## src/rtl/memory_bus_responder.sv

```systemverilog
// memory_bus_responder
// Responder end of the multicycle processor's memory bus. Decodes the
// processor's registered AddressOut/DOUT/Write onto a word RAM, an LED
// register and a synchronised switch input, and returns read data on DIN
// through a READ_LATENCY-deep register pipeline. After reset an INIT
// sequence clears the RAM one word per cycle before the bus goes live.
//
// DIN timing: the edge that samples AddressOut counts as the first edge;
// DIN carries the result after the READ_LATENCY-th edge. With the default
// of 2 the data lands at the end of T2 and is stable for the IR capture at
// the end of T3.
//
// Ports:
//   Clock       system clock, rising edge
//   Resetn      asynchronous active-low reset
//   AddressOut  word address; [15:12] selects region (0 RAM, 1 LED, 3 SW)
//   DOUT        write data
//   Write       write strobe
//   SW          asynchronous switch inputs (SW_BITS wide)
//   DIN         read data
//   LEDR        LED register
//   Ready       INIT complete, bus live
//   BusErr      sticky bad-access flag (only with BUS_ERR_EN defined)
//
// Optional feature macro: BUS_ERR_EN adds the BusErr output.
//
// State table:
//   ST_INIT | clearing RAM[r_clr_cnt]; writes dropped, reads return 0
//   ST_RUN  | bus serviced, Ready=1, left only by reset

module memory_bus_responder #(
    parameter int ADDR_BITS    = 7,
    parameter int READ_LATENCY = 2,
    parameter int SW_BITS      = 10
) (
    input  logic               Clock,
    input  logic               Resetn,
    input  logic [15:0]        AddressOut,
    input  logic [15:0]        DOUT,
    input  logic               Write,
    input  logic [SW_BITS-1:0] SW,
    output logic [15:0]        DIN,
    output logic [15:0]        LEDR,
`ifdef BUS_ERR_EN
    output logic               Ready,
    output logic               BusErr
`else
    output logic               Ready
`endif
);

    localparam int DEPTH = 2 ** ADDR_BITS;

    typedef enum logic {
        ST_INIT = 1'b0,
        ST_RUN  = 1'b1
    } state_t;

    state_t               r_state;
    logic [ADDR_BITS-1:0] r_clr_cnt;
    logic                 r_ready;

    logic [15:0]          r_mem [DEPTH];
    logic [15:0]          r_led;
    logic [SW_BITS-1:0]   r_sw_meta;
    logic [SW_BITS-1:0]   r_sw_sync;
    logic [15:0]          r_pipe [READ_LATENCY];

    logic [3:0]           w_region;
    logic [ADDR_BITS-1:0] w_index;
    logic                 w_run;
    logic                 w_wr_ram;
    logic                 w_wr_led;
    logic [15:0]          w_rd_data;
    logic                 w_unused;

    assign w_region = AddressOut[15:12];
    assign w_index  = AddressOut[ADDR_BITS-1:0];
    assign w_run    = (r_state == ST_RUN);
    assign w_wr_ram = w_run && Write && (w_region == 4'h0);
    assign w_wr_led = w_run && Write && (w_region == 4'h1);

    // Address bits between the RAM index and the region field alias the RAM.
    assign w_unused = &{1'b0, AddressOut[11:ADDR_BITS]};

    // INIT / RUN sequencer with registered Ready
    always_ff @(posedge Clock or negedge Resetn) begin
        if (!Resetn) begin
            r_state   <= ST_INIT;
            r_clr_cnt <= '0;
            r_ready   <= 1'b0;
        end else begin
            case (r_state)
                ST_INIT: begin
                    r_clr_cnt <= r_clr_cnt + {{(ADDR_BITS-1){1'b0}}, 1'b1};
                    if (r_clr_cnt == {ADDR_BITS{1'b1}}) begin
                        r_state <= ST_RUN;
                        r_ready <= 1'b1;
                    end
                end
                ST_RUN: begin
                    r_ready <= 1'b1;
                end
                default: begin
                    r_state   <= ST_INIT;
                    r_clr_cnt <= '0;
                    r_ready   <= 1'b0;
                end
            endcase
        end
    end

    // RAM has no reset; INIT owns the write port until the sequence completes.
    always_ff @(posedge Clock) begin
        if (r_state == ST_INIT) begin
            r_mem[r_clr_cnt] <= 16'h0000;
        end else if (w_wr_ram) begin
            r_mem[w_index] <= DOUT;
        end
    end

    // Read mux sees pre-edge state, so same-edge write is read-first.
    always_comb begin
        w_rd_data = 16'h0000;
        if (w_run) begin
            case (w_region)
                4'h0:    w_rd_data = r_mem[w_index];
                4'h1:    w_rd_data = r_led;
                4'h3:    w_rd_data = {{(16-SW_BITS){1'b0}}, r_sw_sync};
                default: w_rd_data = 16'h0000;
            endcase
        end
    end

    always_ff @(posedge Clock or negedge Resetn) begin
        if (!Resetn) begin
            r_led     <= 16'h0000;
            r_sw_meta <= '0;
            r_sw_sync <= '0;
            for (int i = 0; i < READ_LATENCY; i++) begin
                r_pipe[i] <= 16'h0000;
            end
        end else begin
            r_sw_meta <= SW;
            r_sw_sync <= r_sw_meta;
            if (w_wr_led) begin
                r_led <= DOUT;
            end
            r_pipe[0] <= w_rd_data;
            for (int i = 1; i < READ_LATENCY; i++) begin
                r_pipe[i] <= r_pipe[i-1];
            end
        end
    end

    assign DIN   = r_pipe[READ_LATENCY-1];
    assign LEDR  = r_led;
    assign Ready = r_ready;

`ifdef BUS_ERR_EN
    logic w_unmapped;
    logic r_bus_err;

    assign w_unmapped = (w_region != 4'h0) && (w_region != 4'h1) && (w_region != 4'h3);

    // Every edge samples an address, so any RUN edge on an unmapped region is
    // a bad read even without a strobe.
    always_ff @(posedge Clock or negedge Resetn) begin
        if (!Resetn) begin
            r_bus_err <= 1'b0;
        end else if (w_run && (w_unmapped || (Write && (w_region == 4'h3)))) begin
            r_bus_err <= 1'b1;
        end
    end

    assign BusErr = r_bus_err;
`endif

endmodule

```

## config.mk

```make
export PLATFORM = sky130hd
export DESIGN_NAME = memory_bus_responder
export DESIGN_NICKNAME = d
export VERILOG_FILES = /design/src/rtl/memory_bus_responder.sv
export SDC_FILE = /design/constraint.sdc
export NUM_CORES = 2
export LEC_CHECK = 0
export CAP_MARGIN = 5
export CORE_UTILIZATION = 60
export CTS_CLUSTER_DIAMETER = 200
export CTS_CLUSTER_SIZE = 40
export DETAILED_ROUTE_END_ITERATION = 7
export GPL_ROUTABILITY_DRIVEN = 1
export PLACE_DENSITY = 0.72
export SETUP_SLACK_MARGIN = 0.4
export SLEW_MARGIN = 20
export SYNTH_ARGS = -nofsm -noshare
export SYNTH_HDL_FRONTEND = slang
export SYNTH_SLANG_ARGS = --single-unit
export TNS_END_PERCENT = 5
```

## constraint.sdc

```tcl
create_clock -name Clock -period 4.2 [get_ports Clock]
set_input_delay 0.63 -clock Clock [delete_from_list [all_inputs] [get_ports Clock]]
set_output_delay 0.63 -clock Clock [all_outputs]
set_load 0.1 [all_outputs]
```

Yosys cells after proc, flatten, opt, wreduce, memory -nomap -nowiden. Memories as Yosys holds them, arrays and structs flattened. Cells that the tools add are included.

Add/subtract/negate cells: 1. Reduce and logical (&&, ||, !) cells: 5. Muxes and demuxes: 13. Eq/ne operators: 4. Bitwise gates (word level): 1.

Operators with widths (number): case mux 16 bit (3 select lines) (1); two-way mux 16 bit (2); OR reduction 16 bit (1); two-way mux 1 bit (8); adder 7 x 1 -> 7 bit (second input constant) (1); == test 7 bit (second input constant) (1); two-way mux 7 bit (1); == test 4 x 1 -> 1 bit (second input constant) (1); == test 4 x 2 -> 1 bit (second input constant) (1); zero test 4 bit (1); logical AND 1 bit (3); != test 2 bit (second input constant) (1); case mux 1 bit (2 select lines) (1); NOT 1 bit (1).

Word-level logic and storage cells: 33. Memories kept: 1. RAM bits: 2048. Output and inout port bits: 33. Input port bits: 45. Flip-flop bits (word level): 77.

Memories: r_mem (depth 128, width 16, read ports 1, clocked after Yosys merged registers in 0, write ports 1, line 63) `logic [15:0] r_mem [DEPTH];`.

Longest topological paths before layout.
Word-level depth: 7. Gate-level depth with buffers: 12. Mapped depth without buffers: 6.

Worst setup path before layout. OpenSTA, ideal clock, no wires.

Kind: in2reg. Start: input port AddressOut[13]. End: memory r_mem[0][10] (data pin). Required time: 3.665 ns. Buffers on the path: 2. Setup time: 0.535 ns. Arrival time: 3.229 ns. Setup slack: 0.436 ns. Stages: 5. Cells stage by stage: nor3_1 -> and4_1 -> clkbuf_1 -> clkbuf_1 -> and2_1.

Word-level cells in the longest chain between the ends: 7.

RTL lines: start, declared (line 38) `input logic [15:0] AddressOut,`; zero test 4 bit (line 80) `assign w_wr_ram = w_run && Write && (w_region == 4'h0);`; logical AND 1 bit (line 80); two-way mux 1 bit (line 117) `end else if (w_wr_ram) begin`; two-way mux 1 bit (line 115) `if (r_state == ST_INIT) begin`; two-way mux 1 bit (implied by the code) (line 118) `r_mem[w_index] <= DOUT;`; OR reduction 16 bit (no source line); two-way mux 16 bit (no source line); end, declared (line 63).

No other way between the ends.

Worst setup path after layout.
Start: input port AddressOut[6]. End: register r_pipe[27] in the netlist's numbering.

Word-level cells in the longest chain between the ends: 3.

RTL lines: memory (128 x 16 bit); case mux 16 bit (3 select lines) (line 126) `case (w_region)`; two-way mux 16 bit (line 125) `if (w_run) begin`; net w_rd_data[11] (line 74) `logic [15:0] w_rd_data;`; end signal, assigned by index (line 151) `r_pipe[i] <= r_pipe[i-1];`; end, declared (line 67) `logic [15:0] r_pipe [READ_LATENCY];`.

The timed path passes the listed nets, and every way through them passes these cells. A chain may end at the register's enable or synchronous reset.

==> results.md <==
- Status: completed
- CTS H-tree lvls: 2
- Sequential-to-total area share from yosys stat: 0.776
- Area of the multi-input gates: 17100 um^2
- Gr ovfl total: 0
- Setup bufs post-CTS: 0
- Total routed wirelength: 194000 um
- Routed Antenna Nets: 0
- Die ar.: 138000 um^2
- Top-count cell post-synth: edfxtp_1
- Internal: 26100 uW
- Switch share: 0.199
- Dominant cell type by area after synthesis: edfxtp_1
- Post-synthesis mux area share: 0.144
- PortBufs: 72
- Crit path required time: 4.86 ns
- Fill cell count: 8541
- Syn_area_per_cell: 20.6 um^2
- Critical Path AT: 4.12 ns
- Worst hold path class: in -> reg
- Main combinational cell family by area after synthesis: multiplexers
- Fmax: 289 MHz
- Layout Utilization: 0.662
- Power Density: 363 nW/um^2
- Mapped Cells: 3975
- Reg clk slew, reported paths: 0.13 ns
- Iter 0 DRT Violations: 5880
- Post-synth top flop: edfxtp_1
- Kind of critical path: in -> reg
- Synth Area in Simple Gates: 0.0188
- Clk buf depth: 3
- Unique cell type count in the Yosys netlist: 54
- Static Leak: 0.0237 uW
- Vias post-DR: 40500
- Max Transition Viols Final: 0
- Root Buffer: clkbuf_16
- Num CTS Buffers: 59
- Synth top area cells: edfxtp_1, mux4_2, mux2i_1
- Placer Congestion: 0.892
- Row count: 135
- Die width: 371 um
- Top cells by count, synth: edfxtp_1, mux2i_1, mux4_2
- Comb pwr share: 0.032
- Crit path max fanout: 16
- Clock sink count: 2125
- # setup viols final: 0
- Post-synth EDFFs: 2048
- Setup TNS: 0 ns
- Net Count, Synth: 4021
- DR WL/cell: 32.0 um
- Vias in the first global route: 39100
- Yosys top cell area share: 0.753
- Power share of the clock group: 0.265
- Psw: 6470 uW
- DRC Markers: 0
- Initial Util: 0.604
- Largest net degree at the start of global routing: 70
- Max Cap Violations: 0
- Pre-CTS WS: 0.0855 ns
- Fin crit share: 0.824
- Critical Path Source Type: input pin
- Worst setup margin: 0.741 ns
- Ys async rst share: 0.0362
- Post-Synthesis Cell Area: 81700 um^2
- FF-to-FF path depth: 9
- Initial DRT Pass Iterations: 6
- Maximum vdd drop: 0.413 mV
- WHS Path Cells: 1
- Sequential cell area: 63400 um^2
- Gr usage total: 0.283
- Compound-gate portion of the synthesized area: 0.0441
- Post-DR vias/cell: 6.70
- First-pass GRT wire length: 276000 um
- Final hold viol count: 0
- Initial antenna violation count: 16
- Final net count: 4261
- Core area: 135000 um^2
- Post-DP HPWL: 126000 um
- Final Skew: 0.0637 ns
- Period minus WS final: 3.46 ns
- WHS: 0.287 ns
- P&R area growth vs syn: 9.68%
- Critical Path End Type: flop
- Synth Area in XOR/XNOR: 0.000643
- Worst rel slew slack: 0.225
- Synth warn: 0
- Adder-Cell Fraction of Synth Area: 0.000153
- Die H: 371 um
- RSZ-0062 raised after global routing: false
- # IOs: 78
- Clock Latency Late Sink: 0.77 ns
- Seq cells post-synth: 2125
- Reg power frac: 0.703
- CTS tree: done
- Fraction of final layout cells sized beyond drive strength 1: 0.206
- Worst slew pin tran: 1.13 ns
## final cells by class
cell class | count | share of cell area
clock buffers | 109 | 0.0190
flip-flops and latches | 2125 | 0.708
diodes | 6 | 0.000168
clock inverters | 1 | 0.000335
repair buffers | 439 | 0.0570
multi-input cells | 1584 | 0.191
inverters | 6 | 0.000251
well taps | 1781 | 0.0249
## critical path, stage by stage
cell and delay (ns):
clkdlybuf4s50_1 1.02, inv_1 0.28, nor4b_2 0.35, buf_4 0.25
o21ai_0 0.10, a2111oi_0 0.79, buf_4 0.26, a211oi_1 0.07
buf_4 0.20, o21ai_1 0.16
## power groups by stage
stage | clock network, uW | registers [uW] | logic, uW
after global placement | 0 | 23300 | 1040
after global routing | 9300 | 22900 | 1090
after floorplan | 0 | 23300 | 633
final | 8640 | 22900 | 1040
after CTS | 8710 | 22900 | 1040
after detailed placement | 0 | 23300 | 1040
## flip-flops by register name, indices dropped and copies added, names as in the netlist
signal and count:
DIN 16, LEDR 16, Ready 1, r_clr_cnt 7
r_mem 2048, r_pipe 16, r_state 1, r_sw_meta 10
r_sw_sync 10
## path summary, 6_finish.rpt
kind,slack [ns],to,startpoint
worst max register to register,0.83,r_pipe[27],r_state
min in group asynchronous,0.47,DIN[15],Resetn
max in group asynchronous,2.70,LEDR[2],Resetn
worst min register to register,0.36,r_sw_sync[6],r_sw_meta[6]
worst max-delay path,0.74,r_pipe[27],AddressOut[6]
worst min-delay path,0.29,r_sw_meta[1],SW[1]
## cells by family after synthesis
group / count (synthesis)
simple gates: 326
xor+xnor: 6
buf+inv: 266
mux: 738
fa+ha+maj: 1
flops: 2125
compound gates: 513
## per-layer routing
metal | global-route usage | wire length (um) | share of wire
met1 | 0.418 | 76600 | 0.40
met2 | 0.438 | 92000 | 0.48
met3 | 0.0525 | 18900 | 0.098
met4 | 0.0847 | 6050 | 0.031
met5 | 0 | 57 | 0.00029
## cells in the final DEF, fill, tap and decap left out, drive strengths merged, types with 8 or more instances in the layout
master / n
a31oi: 11
and2: 20
nor2: 184
dfrtp: 77
clkdlybuf4s50: 67
a221oi: 14
o2111a: 10
or2: 24
mux2: 34
o221ai: 42
a211oi: 29
a21oi: 98
o21ai: 46
mux2i: 356
nor3b: 8
a22o: 20
edfxtp: 2048
mux4: 348
buf: 371
clkbuf: 109
a2111oi: 29
nor2b: 9
o22ai: 49
nand2: 37
a22oi: 150
or4: 10
## metrics by stage
stage | power, uW | instance area (um^2) | cells
after floorplan | 24000 | 81700 | 3975
after global placement | 24400 | 87900 | 5934
after CTS | 32600 | 89600 | 6045
after detailed placement | 24400 | 87900 | 5934
final | 32500 | 89600 | 6051
after global routing | 33300 | 89600 | 6047
## timing repair
item	4_1_cts	5_1_grt
hold buffers	1	0
endpoints found under the hold margin	42	0
gates resized for setup	0	0
No activity file was read; power rests on OpenSTA's default activity.
